==> config.mk <==
export PLATFORM = sky130hd
export DESIGN_NAME = vid_timing_patgen
export DESIGN_NICKNAME = d
export VERILOG_FILES = /design/src/rtl/vid_timing_patgen.sv
export SDC_FILE = /design/constraint.sdc
export NUM_CORES = 1
export LEC_CHECK = 0
export CAP_MARGIN = 30
export CORE_ASPECT_RATIO = 0.9
export CORE_MARGIN = 5
export CORE_UTILIZATION = 53
export CTS_BUF_LIST = sky130_fd_sc_hd__clkbuf_8
export DETAILED_ROUTE_END_ITERATION = 8
export GPL_ROUTABILITY_DRIVEN = 0
export PLACE_DENSITY = 0.86
export REMOVE_ABC_BUFFERS = 1
export SYNTH_ARGS = -nofsm -noshare
export SYNTH_HDL_FRONTEND = slang
export SYNTH_SLANG_ARGS = --single-unit
==> constraint.sdc <==
create_clock -name clk_i -period 2.5 [get_ports clk_i]
set_input_delay 0.375 -clock clk_i [delete_from_list [all_inputs] [get_ports clk_i]]
set_output_delay 0.375 -clock clk_i [all_outputs]
set_load 0.1 [all_outputs]
==> src/rtl/vid_timing_patgen.sv <==
// Video raster timing (DE/HS/VS) and test-pattern generator, YCbCr 4:2:2 luma patterns.
// Latency 2 cycles from counters to outputs; no backpressure, free-running at the pixel rate.
module vid_timing_patgen #(
    parameter int H_ACTIVE = 1920,
    parameter int H_FP     = 88,
    parameter int H_SYNC   = 44,
    parameter int H_BP     = 148,
    parameter int V_ACTIVE = 1080,
    parameter int V_FP     = 4,
    parameter int V_SYNC   = 5,
    parameter int V_BP     = 36,
    parameter int CNT_W    = 12,
    parameter int BOX_SIZE = 128,
    parameter bit HS_POL   = 1'b1,
    parameter bit VS_POL   = 1'b1,
    parameter int FCNT_W   = 16
) (
    input  logic              clk_i,
    input  logic              rstn_i,
    input  logic              en_i,
    input  logic [3:0]        mode_i,
    input  logic [CNT_W-1:0]  box_x_i,
    input  logic [CNT_W-1:0]  box_y_i,
    input  logic [7:0]        solid_y_i,
    output logic              running_o,
    output logic [FCNT_W-1:0] frame_cnt_o,
    output logic              de_o,
    output logic              hs_o,
    output logic              vs_o,
    output logic [15:0]       data_o,
    output logic              sof_o
);

    localparam int H_TOTAL = H_ACTIVE + H_FP + H_SYNC + H_BP;
    localparam int V_TOTAL = V_ACTIVE + V_FP + V_SYNC + V_BP;
    localparam logic [CNT_W-1:0] H_LAST = CNT_W'(H_TOTAL - 1);
    localparam logic [CNT_W-1:0] V_LAST = CNT_W'(V_TOTAL - 1);
    localparam logic [CNT_W-1:0] HS_BEG = CNT_W'(H_ACTIVE + H_FP);
    localparam logic [CNT_W-1:0] HS_END = CNT_W'(H_ACTIVE + H_FP + H_SYNC);
    localparam logic [CNT_W-1:0] VS_BEG = CNT_W'(V_ACTIVE + V_FP);
    localparam logic [CNT_W-1:0] VS_END = CNT_W'(V_ACTIVE + V_FP + V_SYNC);
    localparam logic [CNT_W-1:0] H_ACT  = CNT_W'(H_ACTIVE);
    localparam logic [CNT_W-1:0] V_ACT  = CNT_W'(V_ACTIVE);
    localparam logic [CNT_W:0]   BOX_W  = (CNT_W+1)'(BOX_SIZE);

    typedef enum logic {ST_IDLE, ST_RUN} state_t;

    state_t             state_q, state_d;
    logic [CNT_W-1:0]   hcnt_q, hcnt_d;
    logic [CNT_W-1:0]   vcnt_q, vcnt_d;
    logic [FCNT_W-1:0]  frame_cnt_q, frame_cnt_d;
    logic               frame_start;

    logic [3:0]         mode_q;
    logic [CNT_W-1:0]   box_x_q, box_y_q;
    logic [7:0]         solid_y_q;

    logic               s1_de_q, s1_hs_q, s1_vs_q, s1_sof_q;
    logic [15:0]        s1_dat_q;
    logic               s1_de_d, s1_hs_d, s1_vs_d, s1_sof_d;
    logic [15:0]        s1_dat_d;

    logic               de_q, hs_q, vs_q, sof_q;
    logic [15:0]        dat_q;

    // Counters and run control
    always_comb begin
        state_d     = state_q;
        hcnt_d      = hcnt_q;
        vcnt_d      = vcnt_q;
        frame_cnt_d = frame_cnt_q;
        frame_start = 1'b0;
        case (state_q)
            ST_IDLE: begin
                hcnt_d = '0;
                vcnt_d = '0;
                if (en_i) begin
                    state_d     = ST_RUN;
                    frame_start = 1'b1;
                end
            end
            default: begin
                if (hcnt_q == H_LAST) begin
                    hcnt_d = '0;
                    vcnt_d = (vcnt_q == V_LAST) ? '0 : vcnt_q + 1'b1;
                end else begin
                    hcnt_d = hcnt_q + 1'b1;
                end
                if (hcnt_q == H_LAST && vcnt_q == V_LAST) begin
                    frame_cnt_d = frame_cnt_q + 1'b1;
                    if (en_i) begin
                        frame_start = 1'b1;
                    end else begin
                        state_d = ST_IDLE;
                    end
                end
            end
        endcase
    end

    always_ff @(posedge clk_i or negedge rstn_i) begin
        if (!rstn_i) begin
            state_q     <= ST_IDLE;
            hcnt_q      <= '0;
            vcnt_q      <= '0;
            frame_cnt_q <= '0;
        end else begin
            state_q     <= state_d;
            hcnt_q      <= hcnt_d;
            vcnt_q      <= vcnt_d;
            frame_cnt_q <= frame_cnt_d;
        end
    end

    // Shadows load on the edge that enters (0,0), so pixel (0,0) already sees the new settings.
    always_ff @(posedge clk_i or negedge rstn_i) begin
        if (!rstn_i) begin
            mode_q    <= '0;
            box_x_q   <= '0;
            box_y_q   <= '0;
            solid_y_q <= '0;
        end else if (frame_start) begin
            mode_q    <= mode_i;
            box_x_q   <= box_x_i;
            box_y_q   <= box_y_i;
            solid_y_q <= solid_y_i;
        end
    end

    // Decode and pattern stage; box end computed one bit wider so a box near the edge never wraps.
    logic       act, hs_act, vs_act, in_box;
    logic [2:0] bar;
    logic [7:0] luma;
    logic [CNT_W:0] box_x_end, box_y_end;

    always_comb begin
        act       = (hcnt_q < H_ACT) && (vcnt_q < V_ACT);
        hs_act    = (hcnt_q >= HS_BEG) && (hcnt_q < HS_END);
        vs_act    = (vcnt_q >= VS_BEG) && (vcnt_q < VS_END);
        box_x_end = {1'b0, box_x_q} + BOX_W;
        box_y_end = {1'b0, box_y_q} + BOX_W;
        in_box    = (hcnt_q >= box_x_q) && ({1'b0, hcnt_q} < box_x_end) &&
                    (vcnt_q >= box_y_q) && ({1'b0, vcnt_q} < box_y_end);

        bar = 3'd0;
        for (int k = 1; k < 8; k++) begin
            if (32'(hcnt_q) >= (k * H_ACTIVE + 7) / 8) begin
                bar = 3'(k);
            end
        end

        luma = 8'd16;
        case (mode_q)
            4'd0:  luma = hcnt_q[7:0];
            4'd1:  luma = vcnt_q[7:0];
            4'd2:  luma = hcnt_q[8:1];
            4'd3:  luma = vcnt_q[8:1];
            4'd4:  luma = hcnt_q[9:2];
            4'd5:  luma = vcnt_q[9:2];
            4'd6:  luma = hcnt_q[10:3];
            4'd7:  luma = vcnt_q[10:3];
            4'd8:  luma = in_box ? vcnt_q[7:0] : hcnt_q[7:0];
            4'd9:  luma = in_box ? frame_cnt_q[7:0] : hcnt_q[7:0];
            4'd10: begin
                case (bar)
                    3'd0:    luma = 8'd235;
                    3'd1:    luma = 8'd210;
                    3'd2:    luma = 8'd170;
                    3'd3:    luma = 8'd145;
                    3'd4:    luma = 8'd106;
                    3'd5:    luma = 8'd81;
                    3'd6:    luma = 8'd41;
                    default: luma = 8'd16;
                endcase
            end
            4'd11: luma = solid_y_q;
            4'd12: luma = (hcnt_q[5] ^ vcnt_q[5]) ? 8'd235 : 8'd16;
            default: luma = 8'd16;
        endcase

        s1_de_d  = 1'b0;
        s1_hs_d  = !HS_POL;
        s1_vs_d  = !VS_POL;
        s1_sof_d = 1'b0;
        s1_dat_d = 16'h0000;
        if (state_q == ST_RUN) begin
            s1_de_d  = act;
            s1_hs_d  = hs_act ? HS_POL : !HS_POL;
            s1_vs_d  = vs_act ? VS_POL : !VS_POL;
            s1_sof_d = (hcnt_q == '0) && (vcnt_q == '0);
            s1_dat_d = act ? {8'h80, luma} : 16'h8010;
        end
    end

    always_ff @(posedge clk_i or negedge rstn_i) begin
        if (!rstn_i) begin
            s1_de_q  <= 1'b0;
            s1_hs_q  <= !HS_POL;
            s1_vs_q  <= !VS_POL;
            s1_sof_q <= 1'b0;
            s1_dat_q <= 16'h0000;
        end else begin
            s1_de_q  <= s1_de_d;
            s1_hs_q  <= s1_hs_d;
            s1_vs_q  <= s1_vs_d;
            s1_sof_q <= s1_sof_d;
            s1_dat_q <= s1_dat_d;
        end
    end

    // Output register stage, kept free of logic so it packs into the IOBs.
    always_ff @(posedge clk_i or negedge rstn_i) begin
        if (!rstn_i) begin
            de_q  <= 1'b0;
            hs_q  <= !HS_POL;
            vs_q  <= !VS_POL;
            sof_q <= 1'b0;
            dat_q <= 16'h0000;
        end else begin
            de_q  <= s1_de_q;
            hs_q  <= s1_hs_q;
            vs_q  <= s1_vs_q;
            sof_q <= s1_sof_q;
            dat_q <= s1_dat_q;
        end
    end

    assign running_o   = (state_q == ST_RUN);
    assign frame_cnt_o = frame_cnt_q;
    assign de_o        = de_q;
    assign hs_o        = hs_q;
    assign vs_o        = vs_q;
    assign sof_o       = sof_q;
    assign data_o      = dat_q;

endmodule

==> results of run 1 <==
per-stage QoR:
step                hold WS [ns]  setup WS, ns
finish                     0.353        -0.622
detailed placement         0.335        -0.342
global route               0.364        -0.645
floorplan                 0.0794        -0.644
global placement           0.334        -0.283
CTS                        0.354        -0.346
layer usage:
metal | GRT usage (%) | vias to the layer above
li1 | - | 2651
met3 | 8.50 | 92
met1 | 31.4 | 2875
met4 | 11.4 | 0
met2 | 38.1 | 386
met5 | 0 | -
flip-flops by register name, summed over array words and instances, names as in the netlist, 4 cells and up:
register and flops:
frame_cnt_o 16, box_x_q 12, box_y_q 12, hcnt_q 12, vcnt_q 12, data_o 9, s1_dat_q 9, solid_y_q 8
mode_q 4
power groups by stage:
stage,clock (mW),combinational (mW),sequential [mW]
CTS,0.953,0.146,1.66
floorplan,0,0.0462,1.70
global placement,0,0.141,1.70
global route,1.02,0.156,1.66
finish,0.937,0.143,1.66
detailed placement,0,0.144,1.70
cell usage in the layout, fill, tap and decap left out, drive strengths merged, types with 6 or more instances in the layout:
| master | n |
|---|---|
| a21oi | 40 |
| a22oi | 8 |
| a31oi | 17 |
| and3 | 14 |
| buf | 121 |
| clkbuf | 9 |
| clkdlybuf4s50 | 37 |
| conb | 7 |
| dfrtp | 103 |
| ha | 42 |
| inv | 36 |
| mux2 | 51 |
| mux4 | 7 |
| nand2 | 44 |
| nand3 | 28 |
| nand3b | 6 |
| nand4 | 8 |
| nor2 | 68 |
| nor2b | 7 |
| nor3 | 13 |
| nor4 | 6 |
| o21ai | 29 |
| xnor2 | 16 |
| xor2 | 15 |
critical path, delay by kind of cell (launching register included):
| kind | cells | cell delay, ns |
|---|---|---|
| DFF | 1 | 0.41 |
| muxes | 1 | 0.30 |
| adders and majority gates | 1 | 0.32 |
| buffers and inverters | 2 | 0.40 |
| AOI/OAI and AO/OA | 4 | 0.78 |
| xor gates and xnor gates | 1 | 0.14 |
| and+or+nand+nor | 4 | 0.65 |
timing repair:
item	4_1_cts	5_1_grt
cloned	1	0
pin swaps	18	32
buffers inserted	8	7
hold buffers	1	0
setup endpoints to repair	54	59
resized for setup	19	34
endpoints found under the hold margin	31	0
final timing paths:
path                             from          end  depth (start not counted)
min                           s1_vs_q         vs_o                          0
max in group asynchronous      rstn_i    vcnt_q[9]                          3
max                        box_y_q[7]  s1_dat_q[3]                         13
min reg2reg                   s1_vs_q         vs_o                          0
min in group asynchronous      rstn_i   data_o[15]                          2
max reg2reg                box_y_q[7]  s1_dat_q[3]                         13
layout make-up:
class	instances	area share, %
timing repair buffer	159	16.1
multi-input combinational	496	46.3
clock buffer	9	1.51
inverter	37	1.69
tap	160	2.44
sequential	103	31.4
clock inverter	6	0.487
cells by family after synthesis:
logic type | Yosys count | share of synthesized area, %
flip-flops | 103 | 39.6
AO/OA/AOI/OAI | 130 | 12.5
adder cells (fa/ha/maj) | 43 | 8.38
other | 1 | 0.0576
AND/OR/NAND/NOR | 222 | 17.9
XOR/XNOR | 31 | 4.17
buffers and inverters | 84 | 5.42
multiplexers | 63 | 12.0
==> results.py, run 1 <==
metrics = {
    "yosys": {
        "synth_area_leaders": "dfrtp_1 40%, mux2_2 8.8%, ha_1 8.1%, nor2_1 3.8%, a21oi_1 3.1%",
        "synthArstFlopShare_pct": 100,
        "synth_common_cells": "103 x dfrtp_1, 66 x nor2_1, 51 x mux2_2",
        "syn_area_per_cell_um2": 9.61,
        "syn_inst": 677,
        "synth_enable_flop_cells": 0,
        "syn_area_mm2": 0.00651,
        "yosys.area.top_type": "dfrtp_1",
        "synth-main-ff-cell": "dfrtp_1",
        "ys_ff_latch": 103,
        "synth_cell_type_count": 65,
        "synth_top_area_share_pct": 39.6,
        "yosysMostFrequentCell": "dfrtp_1",
        "yosys_warnings": 0,
        "yosysSeqAreaShare_pct": 39.6,
    },
    "timing": {
        "post-route-period-util_pct": 125,
        "clock.fmax_mhz": 320,
        "rsz0062_at_grt": "yes",
        "hold_viol_final": 0,
        "setup_viol_count_final": 10,
        "fin_ws_ns": -0.622,
        "finalCriticalPeriod_ns": 3.12,
        "skew_ns": 0.0150,
        "slew_violations": 0,
        "tns_ns": -4.03,
    },
    "power_and_ir_drop": {
        "p_per_area_mw_per_mm2": 334,
        "p_int_mw": 2.07,
        "p_comb_share_pct": 5.2,
        "p_sw_uw": 672,
        "clock_power_share_pct": 34.1,
        "p_sw_share_pct": 24.5,
        "power_mw": 2.74,
        "peakVddDrop_mv": 0.299,
        "leakagePower_nw": 3.80,
        "p_seq_share_pct": 60.6,
    },
    "global_route": {
        "antenna_found_initial": 0,
        "track_usage_pct": 24.6,
        "grt_first_pass_wirelength_mm": 28.8,
        "grt_max_degree": 37,
        "grt_overflow": 0,
        "grt_pass1_vias": 5905,
    },
    "floorplan": {
        "die_w_um": 127,
        "dieArea_mm2": 0.0146,
        "num_rows": 38,
        "start_util_pct": 54.1,
        "die_h_um": 115,
        "io_pins": 76,
        "core_mm2": 0.0120,
    },
    "clocking": {
        "cts_max_path_buffers": 2,
        "cts_buffers": 9,
        "clock_latency_ns": 0.40,
        "clk_pin_slew_ns": 0.10,
        "clock_sinks": 103,
        "cts_tree": "yes",
        "cts_root_buffer": "clkbuf_8",
        "htreeDepth": 3,
    },
    "cells_and_area": {
        "fin_nets": 888,
        "drive_above_1_share_pct": 29.8,
        "multiInputGateArea_mm2": 0.00381,
        "finalNonFillerCells": 970,
        "fillCellCount": 843,
        "insertedDiodeCount": 0,
        "final_core_util_pct": 68.3,
        "areaGrowthSynthToFinish_pct": 26.2,
        "ff_latch_area_mm2": 0.00258,
        "finalInstanceArea_mm2": 0.00822,
    },
    "critical_path": {
        "cp-start-kind": "register",
        "cp_cell_sequence": "buf_4, nand3_4, xnor2_2, ha_1, a21oi_1, nor2b_1, o41ai_2, nand2_1, nand4b_1, buf_6, mux2_4, a21oi_2, a21oi_2",
        "crit_top_cell": "a21oi_2",
        "cp_slowest_cell": "dfrtp_1",
        "worstSetupPathType": "register to register",
        "crit_required_ns": 2.77,
        "r2r_slack_ns": -0.62,
        "critical_path.max_stage_delay_ns": 0.41,
        "end_kind": "register",
        "cp.arrival_ns": 3.39,
        "critPathMaxFanout": 7,
    },
    "status": {
        "violations": "negative setup slack",
        "status": "finished with violations",
    },
    "drt": {
        "vias": 6004,
        "drtIter0Drc": 697,
        "drc": 0,
        "wl_met2_mm": 8.40,
        "wl_met1_mm": 7.17,
        "totalWireLength_mm": 18.3,
        "ant_nets": 0,
        "top_layer_used": "met4",
        "met3_length_mm": 2.02,
        "firstDrtPassIters": 8,
        "routedWlPerCell_um": 18.9,
        "viasPerCell": 6.19,
    },
    "worst_hold_path": {
        "min_path_type": "register to register",
    },
    "placed_design": {
        "post_dp_cell_area_mm2": 0.00771,
        "placed_cells": 939,
        "hpwl_mm": 12.6,
        "io_buffers": 68,
    },
    "run": {
        "drv_cap": 0,
    },
}
No activity file was read; power rests on OpenSTA's default activity.
==> inputs of run 2 (changes only) <==
--- a/config.mk
+++ b/config.mk
@@ -7,7 +7,7 @@
 export LEC_CHECK = 0
 export CAP_MARGIN = 30
 export CORE_ASPECT_RATIO = 0.9
-export CORE_MARGIN = 5
+export CORE_MARGIN = 1.5
 export CORE_UTILIZATION = 53
 export CTS_BUF_LIST = sky130_fd_sc_hd__clkbuf_8
 export DETAILED_ROUTE_END_ITERATION = 8
==> run 2 against run 1 <==
Clock skew is 0.0055 ns lower; via count is 1.8% higher; count of clock-buffer cells in the layout stayed put; global-route usage is 3.2 points higher; the run ends with negative hold slack, negative setup slack left; critical path type unchanged; fmax is 2.0% higher; non-clock buffer count is 3 lower; sequential power hardly changed; first-iteration DRC count is 58% higher; sequential share of layout area is 0.72 points lower; final area is 2.3% higher.
==> results.py, run 2 (same netlist as run 1, synthesis figures left out) <==
metrics = {
    "drt": {
        "ant_nets": 0,
        "firstDrtPassIters": 9,
        "drtIter0Drc": 1098,
        "drc": 0,
        "vias": 6110,
        "viasPerCell": 6.31,
        "routedWlPerCell_um": 19.8,
        "totalWireLength_mm": 19.2,
    },
    "timing": {
        "clock.fmax_mhz": 327,
        "tns_ns": -3.64,
        "worst_pin_slew_ns": 0.971,
        "maxSlewHeadroom_pct": 34.6,
        "slew_violations": 0,
        "setup_viol_count_final": 22,
        "hold_viol_final": 5,
        "whs_ns": -0.00420,
        "skew_ns": 0.00957,
        "rsz0062_at_grt": "yes",
        "fin_ws_ns": -0.560,
        "finalCriticalPeriod_ns": 3.06,
        "post-route-period-util_pct": 122,
    },
    "placed_design": {
        "placed_cells": 936,
        "post_dp_cell_area_mm2": 0.00772,
        "hpwl_mm": 12.3,
        "io_buffers": 68,
    },
    "critical_path": {
        "cp-start-kind": "register",
        "cp_top_family": "simple AND/OR/NAND/NOR gates",
        "cp_cell_sequence": "ha_2, buf_4, xnor2_2, ha_4, nand3_4, nor2_2, o41ai_2, nand2_1, nand4b_1, buf_6, buf_12, mux2_4, a21oi_2, a21oi_1",
        "crit_required_ns": 2.78,
        "cp.arrival_ns": 3.34,
        "cp-startpoint": "box_y_q[7]",
        "r2r-start": "box_y_q[7]",
        "cp.depth": 14,
        "cp_slowest_cell": "dfrtp_1",
        "worstSetupPathType": "register to register",
        "cp.buffers_inverters": 3,
        "critPathMaxFanout": 5,
        "end_kind": "register",
        "reg2reg_depth": 14,
        "critical_path.max_stage_delay_ns": 0.42,
    },
    "cells_and_area": {
        "finalInstanceArea_mm2": 0.00841,
        "largest_reg_flops": 16,
        "insertedDiodeCount": 0,
        "drive_above_1_share_pct": 30.1,
        "finalNonFillerCells": 968,
        "final_cell_mix": "108 x buf_4, 101 x dfrtp_1, 61 x nor2_1",
        "fin_nets": 885,
        "layout_commonest_cell": "buf_4",
        "areaGrowthSynthToFinish_pct": 29.2,
        "final_core_util_pct": 69.9,
        "fillCellCount": 838,
    },
    "run": {
        "drv_cap": 0,
    },
    "global_route": {
        "grt_pass1_vias": 5746,
        "grt_first_pass_wirelength_mm": 28.2,
        "grt_max_degree": 61,
        "track_usage_pct": 27.9,
        "grt_overflow": 0,
        "antenna_found_initial": 0,
    },
    "clocking": {
        "cts_tree": "yes",
        "htreeDepth": 3,
        "clock_sinks": 103,
        "cts_max_path_buffers": 2,
        "clock_latency_ns": 0.39,
        "cts_root_buffer": "clkbuf_8",
        "cts_buffers": 9,
        "holdBufCountCts": 0,
        "clk_pin_slew_ns": 0.09,
    },
    "floorplan": {
        "io_pins": 76,
        "start_util_pct": 54.1,
        "die_w_um": 120,
        "num_rows": 38,
        "die_h_um": 108,
        "core_mm2": 0.0120,
        "dieArea_mm2": 0.0130,
    },
    "power_and_ir_drop": {
        "peakVddDrop_mv": 0.256,
        "p_per_area_mw_per_mm2": 375,
        "leakagePower_nw": 3.88,
        "power_mw": 3.15,
    },
    "status": {
        "status": "finished with violations",
        "violations": "negative hold slack, negative setup slack",
    },
    "worst_hold_path": {
        "min_path_type": "input pin to async pin",
    },
}
==> run 2: final timing paths <==
check	to	slack [ns]
max	s1_dat_q[3]	-0.56
min	vcnt_q[11]	-0.004
max reg2reg	s1_dat_q[3]	-0.56
min reg2reg	de_o	0.36
max in group asynchronous	hcnt_q[7]	1.79
min in group clk_i	de_o	0.36
==> run 2: worst register-to-register path, stage by stage (launching register included) <==
cell      delay (ns)
dfrtp_1         0.42
ha_2            0.21
buf_4           0.14
xnor2_2         0.24
ha_4            0.27
nand3_4         0.09
nor2_2          0.05
o41ai_2         0.30
nand2_1         0.17
nand4b_1        0.23
buf_6           0.18
buf_12          0.14
mux2_4          0.30
a21oi_2         0.14
a21oi_1         0.08
==> run 2: power breakdown <==
group          total, mW  switching (mW)  internal, mW
combinational      0.141          0.0865        0.0548
clock               1.34           0.584         0.760
sequential          1.66               0          1.66
total               3.15           0.670          2.48
==> run 2: what timing repair did <==
| item | in CTS | in global routing |
|---|---|---|
| buffers inserted | 8 | 6 |
| resized for setup | 17 | 39 |
| pin swaps | 14 | 9 |
| gates cloned | 2 | 0 |
| setup endpoints to repair | 25 | 55 |
==> run 2: layer usage <==
layer / up-vias / GRT usage (%) / part of all wire, % / wire [µm]
met5: - / 0 / 0 / 0
met4: 0 / 16.2 / 6.5 / 1250
met3: 121 / 6.49 / 11 / 2050
li1: 2649 / - / - / -
met2: 443 / 44.7 / 44 / 8520
met1: 2897 / 34.8 / 38 / 7340
==> run 2: final cells by class <==
cell class / count / area, µm² / area share, %
Multi-Input combinational cell: 496 / 3840 / 45.7
Clock buffer: 9 / 124 / 1.47
Inverter: 37 / 141 / 1.68
Sequential cell: 103 / 2580 / 30.7
Timing Repair Buffer: 156 / 1380 / 16.4
Clock inverter: 7 / 136 / 1.62
Tap cell: 160 / 200 / 2.38
==> run 2: through the flow <==
stage                     setup slack, ns  hold WS, ns
after CTS                          -0.345      0.00516
after detailed placement           -0.403        0.342
after floorplan                    -0.644       0.0794
after global routing               -0.624       0.0325
after global placement             -0.279        0.332
final                              -0.560     -0.00420
